### config.mk
export PLATFORM = sky130hd
export DESIGN_NAME = aes_round_ctrl_flat
export DESIGN_NICKNAME = d
export VERILOG_FILES = /design/src/rtl/aes_round_ctrl_if.sv /design/src/rtl/aes_round_ctrl.sv /design/src/flat_wrapper.sv
export SDC_FILE = /design/constraint.sdc
export NUM_CORES = 1
export LEC_CHECK = 0
export CORE_AREA = 5 5 205 207
export CTS_CLUSTER_DIAMETER = 200
export DETAILED_ROUTE_END_ITERATION = 10
export DIE_AREA = 0 0 210 212
export MAX_ROUTING_LAYER = met4
export SLEW_MARGIN = 20
export SYNTH_ARGS = -nofsm -noshare
export SYNTH_HDL_FRONTEND = slang
export SYNTH_SLANG_ARGS = --single-unit
export TNS_END_PERCENT = 30
### constraint.sdc
create_clock -name clk -period 1.85 [get_ports clk]
set_clock_uncertainty 0.05 [all_clocks]
set_input_delay 0.2775 -clock clk [delete_from_list [all_inputs] [get_ports clk]]
set_output_delay 0.2775 -clock clk [all_outputs]
set_load 0.01 [all_outputs]
### src/rtl/aes_round_ctrl_if.sv
// Key-install and block-handshake bundle between the AES round controller and its host/datapath.
// slave: the controller side; master: the host/datapath side.
interface aes_round_ctrl_if;
    logic [255:0] key_i;
    logic         key_load_i;
    logic         key_busy_o;
    logic [255:0] kx_key_o;
    logic         kx_key_valid_o;
    logic         kx_keys_valid_i;
    logic         blk_valid_i;
    logic         blk_ready_o;
    logic         round_en_o;
    logic [3:0]   round_idx_o;
    logic         round_first_o;
    logic         round_last_o;
    logic         blk_done_o;
    logic         err_o;

    modport slave (
        input  key_i, key_load_i, kx_keys_valid_i, blk_valid_i,
        output key_busy_o, kx_key_o, kx_key_valid_o, blk_ready_o,
               round_en_o, round_idx_o, round_first_o, round_last_o,
               blk_done_o, err_o
    );

    modport master (
        output key_i, key_load_i, kx_keys_valid_i, blk_valid_i,
        input  key_busy_o, kx_key_o, kx_key_valid_o, blk_ready_o,
               round_en_o, round_idx_o, round_first_o, round_last_o,
               blk_done_o, err_o
    );
endinterface

### src/rtl/aes_round_ctrl.sv
// AES-256 round sequencer: key install through the expansion block, then 15 rounds per block.
// Optional AES_KEY_CACHE_EN: a reload of the already-installed key in READY is absorbed.
module aes_round_ctrl #(
    parameter int unsigned KX_TIMEOUT = 128
) (
    input  logic             clk,
    input  logic             resetn,
    aes_round_ctrl_if.slave  bus
);
    localparam int unsigned KEY_W    = 256;
    localparam int unsigned IDX_W    = 4;
    localparam int unsigned LAST_IDX = 14;
    localparam int unsigned DROP_CYC = 2;
    localparam int unsigned CNT_W    = $clog2(KX_TIMEOUT + 1);

    typedef enum logic [2:0] {
        S_IDLE, S_DROP, S_KX_REQ, S_READY, S_ROUND, S_ERR
    } state_t;

    state_t             r_state;
    logic [CNT_W-1:0]   r_cnt;
    logic [IDX_W-1:0]   r_idx;
    logic [KEY_W-1:0]   r_key;
    logic               r_pend;
    logic               r_err;
    logic               r_done;
    logic               r_busy;
    logic               r_kxv;
    logic               r_en;
    logic               r_first;
    logic               r_last;

    state_t             w_state_nxt;
    logic [CNT_W-1:0]   w_cnt_nxt;
    logic [IDX_W-1:0]   w_idx_nxt;
    logic [KEY_W-1:0]   w_key_nxt;
    logic               w_pend_nxt;
    logic               w_err_nxt;
    logic               w_done_nxt;
    logic               w_busy_nxt;
    logic               w_kxv_nxt;
    logic               w_en_nxt;
    logic               w_first_nxt;
    logic               w_last_nxt;
    logic               w_same_key;
    logic               w_blk_ready;

`ifdef AES_KEY_CACHE_EN
    assign w_same_key = (bus.key_i == r_key);
`else
    assign w_same_key = 1'b0;
`endif

    // A block is only taken when no key load competes and the round keys are still valid.
    assign w_blk_ready = (r_state == S_READY) && !bus.key_load_i && bus.kx_keys_valid_i;

    always_comb begin
        w_state_nxt = r_state;
        w_cnt_nxt   = r_cnt;
        w_idx_nxt   = r_idx;
        w_key_nxt   = r_key;
        w_pend_nxt  = r_pend;
        w_err_nxt   = r_err;
        w_done_nxt  = 1'b0;

        case (r_state)
            S_IDLE: begin
                if (bus.key_load_i) begin
                    w_key_nxt   = bus.key_i;
                    w_cnt_nxt   = '0;
                    w_state_nxt = S_DROP;
                end
            end
            S_DROP: begin
                if (r_cnt == CNT_W'(DROP_CYC - 1)) begin
                    w_cnt_nxt   = '0;
                    w_state_nxt = S_KX_REQ;
                end else begin
                    w_cnt_nxt = r_cnt + CNT_W'(1);
                end
            end
            S_KX_REQ: begin
                if (bus.kx_keys_valid_i) begin
                    w_cnt_nxt   = '0;
                    w_state_nxt = S_READY;
                end else if (r_cnt == CNT_W'(KX_TIMEOUT - 1)) begin
                    w_cnt_nxt   = '0;
                    w_err_nxt   = 1'b1;
                    w_state_nxt = S_ERR;
                end else begin
                    w_cnt_nxt = r_cnt + CNT_W'(1);
                end
            end
            S_READY: begin
                if (bus.key_load_i) begin
                    if (!w_same_key) begin
                        w_key_nxt   = bus.key_i;
                        w_cnt_nxt   = '0;
                        w_state_nxt = S_DROP;
                    end
                end else if (!bus.kx_keys_valid_i) begin
                    w_err_nxt   = 1'b1;
                    w_state_nxt = S_ERR;
                end else if (bus.blk_valid_i) begin
                    w_idx_nxt   = '0;
                    w_state_nxt = S_ROUND;
                end
            end
            S_ROUND: begin
                // A mid-block key load is deferred; the running block keeps its round keys.
                if (bus.key_load_i) begin
                    w_key_nxt  = bus.key_i;
                    w_pend_nxt = 1'b1;
                end
                if (r_idx == IDX_W'(LAST_IDX)) begin
                    w_done_nxt = 1'b1;
                    w_idx_nxt  = '0;
                    if (r_pend || bus.key_load_i) begin
                        w_pend_nxt  = 1'b0;
                        w_cnt_nxt   = '0;
                        w_state_nxt = S_DROP;
                    end else begin
                        w_state_nxt = S_READY;
                    end
                end else begin
                    w_idx_nxt = r_idx + IDX_W'(1);
                end
            end
            S_ERR: begin
                if (bus.key_load_i) begin
                    w_key_nxt   = bus.key_i;
                    w_err_nxt   = 1'b0;
                    w_cnt_nxt   = '0;
                    w_state_nxt = S_DROP;
                end
            end
            default: begin
                w_state_nxt = S_IDLE;
            end
        endcase

        w_busy_nxt  = (w_state_nxt == S_DROP) || (w_state_nxt == S_KX_REQ);
        w_kxv_nxt   = (w_state_nxt == S_KX_REQ) || (w_state_nxt == S_READY) ||
                      (w_state_nxt == S_ROUND);
        w_en_nxt    = (w_state_nxt == S_ROUND);
        w_first_nxt = w_en_nxt && (w_idx_nxt == IDX_W'(0));
        w_last_nxt  = w_en_nxt && (w_idx_nxt == IDX_W'(LAST_IDX));
    end

    always_ff @(posedge clk or negedge resetn) begin
        if (!resetn) begin
            r_state <= S_IDLE;
            r_cnt   <= '0;
            r_idx   <= '0;
            r_key   <= '0;
            r_pend  <= 1'b0;
            r_err   <= 1'b0;
            r_done  <= 1'b0;
            r_busy  <= 1'b0;
            r_kxv   <= 1'b0;
            r_en    <= 1'b0;
            r_first <= 1'b0;
            r_last  <= 1'b0;
        end else begin
            r_state <= w_state_nxt;
            r_cnt   <= w_cnt_nxt;
            r_idx   <= w_idx_nxt;
            r_key   <= w_key_nxt;
            r_pend  <= w_pend_nxt;
            r_err   <= w_err_nxt;
            r_done  <= w_done_nxt;
            r_busy  <= w_busy_nxt;
            r_kxv   <= w_kxv_nxt;
            r_en    <= w_en_nxt;
            r_first <= w_first_nxt;
            r_last  <= w_last_nxt;
        end
    end

    assign bus.key_busy_o     = r_busy;
    assign bus.kx_key_o       = r_key;
    assign bus.kx_key_valid_o = r_kxv;
    assign bus.blk_ready_o    = w_blk_ready;
    assign bus.round_en_o     = r_en;
    assign bus.round_idx_o    = r_idx;
    assign bus.round_first_o  = r_first;
    assign bus.round_last_o   = r_last;
    assign bus.blk_done_o     = r_done;
    assign bus.err_o          = r_err;
endmodule

### src/flat_wrapper.sv
// flat-port wrapper written by rule: the top's interface ports become plain ports
module aes_round_ctrl_flat 
#(
    parameter int unsigned KX_TIMEOUT = 128
)
  (clk, resetn, bus_key_i, bus_key_load_i, bus_kx_keys_valid_i, bus_blk_valid_i, bus_key_busy_o, bus_kx_key_o, bus_kx_key_valid_o, bus_blk_ready_o, bus_round_en_o, bus_round_idx_o, bus_round_first_o, bus_round_last_o, bus_blk_done_o, bus_err_o);
  aes_round_ctrl_if bus_i ();
  input  logic clk;
  input  logic resetn;
  input wire logic [$bits(bus_i.key_i)-1:0] bus_key_i;
  input wire logic [$bits(bus_i.key_load_i)-1:0] bus_key_load_i;
  input wire logic [$bits(bus_i.kx_keys_valid_i)-1:0] bus_kx_keys_valid_i;
  input wire logic [$bits(bus_i.blk_valid_i)-1:0] bus_blk_valid_i;
  output wire logic [$bits(bus_i.key_busy_o)-1:0] bus_key_busy_o;
  output wire logic [$bits(bus_i.kx_key_o)-1:0] bus_kx_key_o;
  output wire logic [$bits(bus_i.kx_key_valid_o)-1:0] bus_kx_key_valid_o;
  output wire logic [$bits(bus_i.blk_ready_o)-1:0] bus_blk_ready_o;
  output wire logic [$bits(bus_i.round_en_o)-1:0] bus_round_en_o;
  output wire logic [$bits(bus_i.round_idx_o)-1:0] bus_round_idx_o;
  output wire logic [$bits(bus_i.round_first_o)-1:0] bus_round_first_o;
  output wire logic [$bits(bus_i.round_last_o)-1:0] bus_round_last_o;
  output wire logic [$bits(bus_i.blk_done_o)-1:0] bus_blk_done_o;
  output wire logic [$bits(bus_i.err_o)-1:0] bus_err_o;
  assign bus_i.key_i = bus_key_i;
  assign bus_i.key_load_i = bus_key_load_i;
  assign bus_i.kx_keys_valid_i = bus_kx_keys_valid_i;
  assign bus_i.blk_valid_i = bus_blk_valid_i;
  assign bus_key_busy_o = bus_i.key_busy_o;
  assign bus_kx_key_o = bus_i.kx_key_o;
  assign bus_kx_key_valid_o = bus_i.kx_key_valid_o;
  assign bus_blk_ready_o = bus_i.blk_ready_o;
  assign bus_round_en_o = bus_i.round_en_o;
  assign bus_round_idx_o = bus_i.round_idx_o;
  assign bus_round_first_o = bus_i.round_first_o;
  assign bus_round_last_o = bus_i.round_last_o;
  assign bus_blk_done_o = bus_i.blk_done_o;
  assign bus_err_o = bus_i.err_o;
  aes_round_ctrl #(.KX_TIMEOUT(KX_TIMEOUT)) u_core (.clk(clk), .resetn(resetn), .bus(bus_i));
endmodule
==> impl_metrics.yaml, run 1 <==
outcome:
  status: "finished with violations"
  violations: "setup timing"
yosys:
  synth_enable_flop_cells: 0
  synth_fp_nets: 951
  synth_top_cell_by_area: "dfrtp_1"
  synth_cells: 686
  yosysUniqueCellTypes: 52
  synthArstFlopShare: 1.00
  synth_commonest_cells: "279 x dfrtp_1, 257 x mux2_2, 29 x buf_2"
  synthFlopType: "dfrtp_1"
  synth.most_common_cell: "dfrtp_1"
  ys_seq_area_frac: 0.643
  postSynthAreaPerCell_sq_um: 15.8
  synth_area_leaders: "dfrtp_1 64%, mux2_2 27%, buf_2 1.3%"
  synth_top_area_frac: 0.643
  ys_ff_latch: 279
  yosys_warnings: 0
  syn_area_sq_um: 10900
floorplan:
  start_util: 0.270
  io_pins: 529
  core-area_sq_um: 40200
  dieArea_sq_um: 44500
  die_h_microns: 212
  die_width_microns: 210
  row_count: 74
finish:
  layout-drive-gt1-share: 0.336
  fill_cells: 3503
  fin_cells: 1890
  final_area_sq_um: 20200
  syn2layout_area_growth_pct: 85.8
  nets: 1596
clock_network:
  clkLatencyLatePin_ps: 520
  clockBufferDepth: 3
  cts-buffers-inserted: 34
  cts_tree: "built"
  cts_num_sinks: 279
  clk_pin_slew_ps: 50
  root_buffer: "clkbuf_16"
  htreeDepth: 2
worst_setup_path:
  reg2reg_depth: 7
  crit_type: "flip-flop to flip-flop"
  r2r_end: "u_core.bus.key_busy_o$_DFF_PN0_"
  required_ps: 2240
  r2r-start: "u_core.r_cnt[1]$_DFFE_PN0P_"
  critPathCaptureType: "flip-flop"
  crit_fanout: 4
  worst_ep_arrival_time_ps: 2420
  reg2reg_setup_slack_ps: -180
  cp-start-kind: "flip-flop"
job:
  maxCapViolCount: 0
power:
  cellLeakagePower_nw: 9.20
  ir_drop_v: 0.000994
  p_per_area_nw_per_um2: 1840
sta:
  fin_ws_ps: -176
  min_period_ps: 2030
  slew_headroom: 0.708
  hold_viol_final: 0
  fin_crit_sh: 1.10
  rsz0062_at_grt: "true"
  max_freq_ghz: 0.493
  fin_hold_ws_ps: 196
  worst_pin_slew_ps: 432
  finalSetupTns_ps: -24360
  setup_viol: 264
  drv_slew: 0
worst_hold_path:
  hp-class: "input port to async pin"
routing:
  vias: 8340
  drt-wirelength-per-cell_microns: 20.8
  drc: 0
  ant_nets: 0
  drt_wl_total_mm: 39.2
  drt-pass1-iter-count: 4
  drt-initial-drc-count: 243
  detail_route.vias_per_cell: 4.41
place:
  dp_worst_setup_slack_ps: -298
  dpl_cell_area_sq_um: 17400
  dp_cells: 1795
  port_buffers: 528
  hpwl_mm: 27.3
  gp_congestion: 0.813
global_route:
  grt_overflow_total: 0
  grt_pass1_vias: 9173
  antenna_found_initial: 1
  grt_max_degree: 62
  grt_pass1_wl_mm: 54.6
  grt_usage: 0.163
[through the flow]
stage | total power [mW] | utilization
finish | 37.1 | 0.502
detailed placement | 26.7 | 0.433
global placement | 26.5 | 0.433
CTS | 35.6 | 0.481
floorplan | 17.3 | -
global route | 39.0 | 0.502
[per-layer routing]
| metal | vias up | routed length, microns | GRT usage |
|---|---|---|---|
| li1 | 3748 | - | - |
| met1 | 4151 | 15600 | 0.187 |
| met2 | 379 | 19400 | 0.268 |
| met3 | 62 | 3190 | 0.0549 |
| met4 | 0 | 1080 | 0.0551 |
| met5 | - | 0 | - |
[how the worst max path moves through the flow]
stage | from | endpoint | slack [ps]
3_5_place_dp | bus_key_load_i | u_core.r_cnt[1]$_DFFE_PN0P_ | -300
5_1_grt | u_core.r_cnt[1]$_DFFE_PN0P_ | u_core.bus.key_busy_o$_DFF_PN0_ | -320
3_3_place_gp | bus_key_load_i | u_core.r_cnt[1]$_DFFE_PN0P_ | -290
2_1_floorplan | u_core.r_cnt[1]$_DFFE_PN0P_ | u_core.bus.key_busy_o$_DFF_PN0_ | -110
4_1_cts | u_core.r_cnt[1]$_DFFE_PN0P_ | u_core.bus.key_busy_o$_DFF_PN0_ | -190
6_report | u_core.r_cnt[1]$_DFFE_PN0P_ | u_core.bus.key_busy_o$_DFF_PN0_ | -180
[flip-flops by register name, summed over array words and instances, names as in the netlist]
register                   count
u_core.bus.round_first_o       1
u_core.bus.kx_key_valid_o      1
u_core.bus.kx_key_o          256
u_core.bus.err_o               1
u_core.r_state                 3
u_core.bus.blk_done_o          1
u_core.bus.round_last_o        1
u_core.bus.round_idx_o         4
u_core.r_pend                  1
u_core.r_cnt                   8
u_core.bus.round_en_o          1
u_core.bus.key_busy_o          1
[critical path: stages (launching register included)]
cell and delay (ps):
dfrtp_1 380, inv_1 60, ha_1 120, or3b_4 430
nor3b_4 220, nor4_2 80, or4_1 460, a21oi_1 150
[layout make-up]
class / count / area (sq um) / share of cell area
diodes: 2 / 5.00 / 0.000248
clock buffers: 52 / 1070 / 0.0531
clock inverters: 9 / 97.6 / 0.00484
inverters: 10 / 37.5 / 0.00186
multi-input cells: 365 / 4450 / 0.221
flip-flops and latches: 279 / 6980 / 0.346
well taps: 532 / 666 / 0.0330
repair buffers: 641 / 6870 / 0.340
[report_power, final]
group / switching [mW] / leakage (nW) / internal (mW)
sequential: 1.66 / 3.30 / 9.18
clock: 2.58 / 0.580 / 4.27
combinational: 7.03 / 5.32 / 12.4
[kinds of logic after synthesis]
group / Yosys count / share of synthesized area
adders and majority gates: 4 / 0.00461
xor gates and xnor gates: 3 / 0.00242
buffers and inverters: 42 / 0.0200
DFF: 279 / 0.643
AOI/OAI and AO/OA: 36 / 0.0237
muxes: 258 / 0.267
and+or+nand+nor: 64 / 0.0389
[placed cells by master (no fill, tap or decap), drive strengths merged, types with 2 or more instances in the layout]
master         instances
or4                    3
a21oi                  6
nor4                   2
a21o                   5
nand2                  5
nand3b                 3
dfrtp                279
nand4                  3
dlygate4sd2            8
clkbuf                64
clkdlybuf4s50        506
mux2                 257
o21ai                  7
nand3                  9
and3                   4
bufinv                 2
diode                  2
o22ai                  2
nor2                  13
or3b                   2
a22o                   4
o211ai                 4
dlymetal6s2s          12
clkinv                 6
xor2                   3
nor3b                  5
nand2b                 3
nor3                   4
inv                   10
buf                  102
ha                     4
[repair_timing]
item / 4_1_cts / 5_1_grt
resized for setup: 132 / 141
buffers inserted: 9 / 3
cloned: 7 / 14
endpoints found under the setup margin: 277 / 282
hold buffers: 1 / 0
endpoints found under the hold margin: 279 / 0
pin swaps: 6 / 4
(Power assumes the default switching activity.)
==> run 2, diff against run 1 <==
--- a/config.mk
+++ b/config.mk
@@ -10,6 +10,7 @@
 export DETAILED_ROUTE_END_ITERATION = 10
 export DIE_AREA = 0 0 210 212
 export MAX_ROUTING_LAYER = met4
+export PLACE_DENSITY = 0.6
 export SLEW_MARGIN = 20
 export SYNTH_ARGS = -nofsm -noshare
 export SYNTH_HDL_FRONTEND = slang
==> results of run 2 <==
Same layout as run 1: the final DEF is identical, and so are final timing and power.
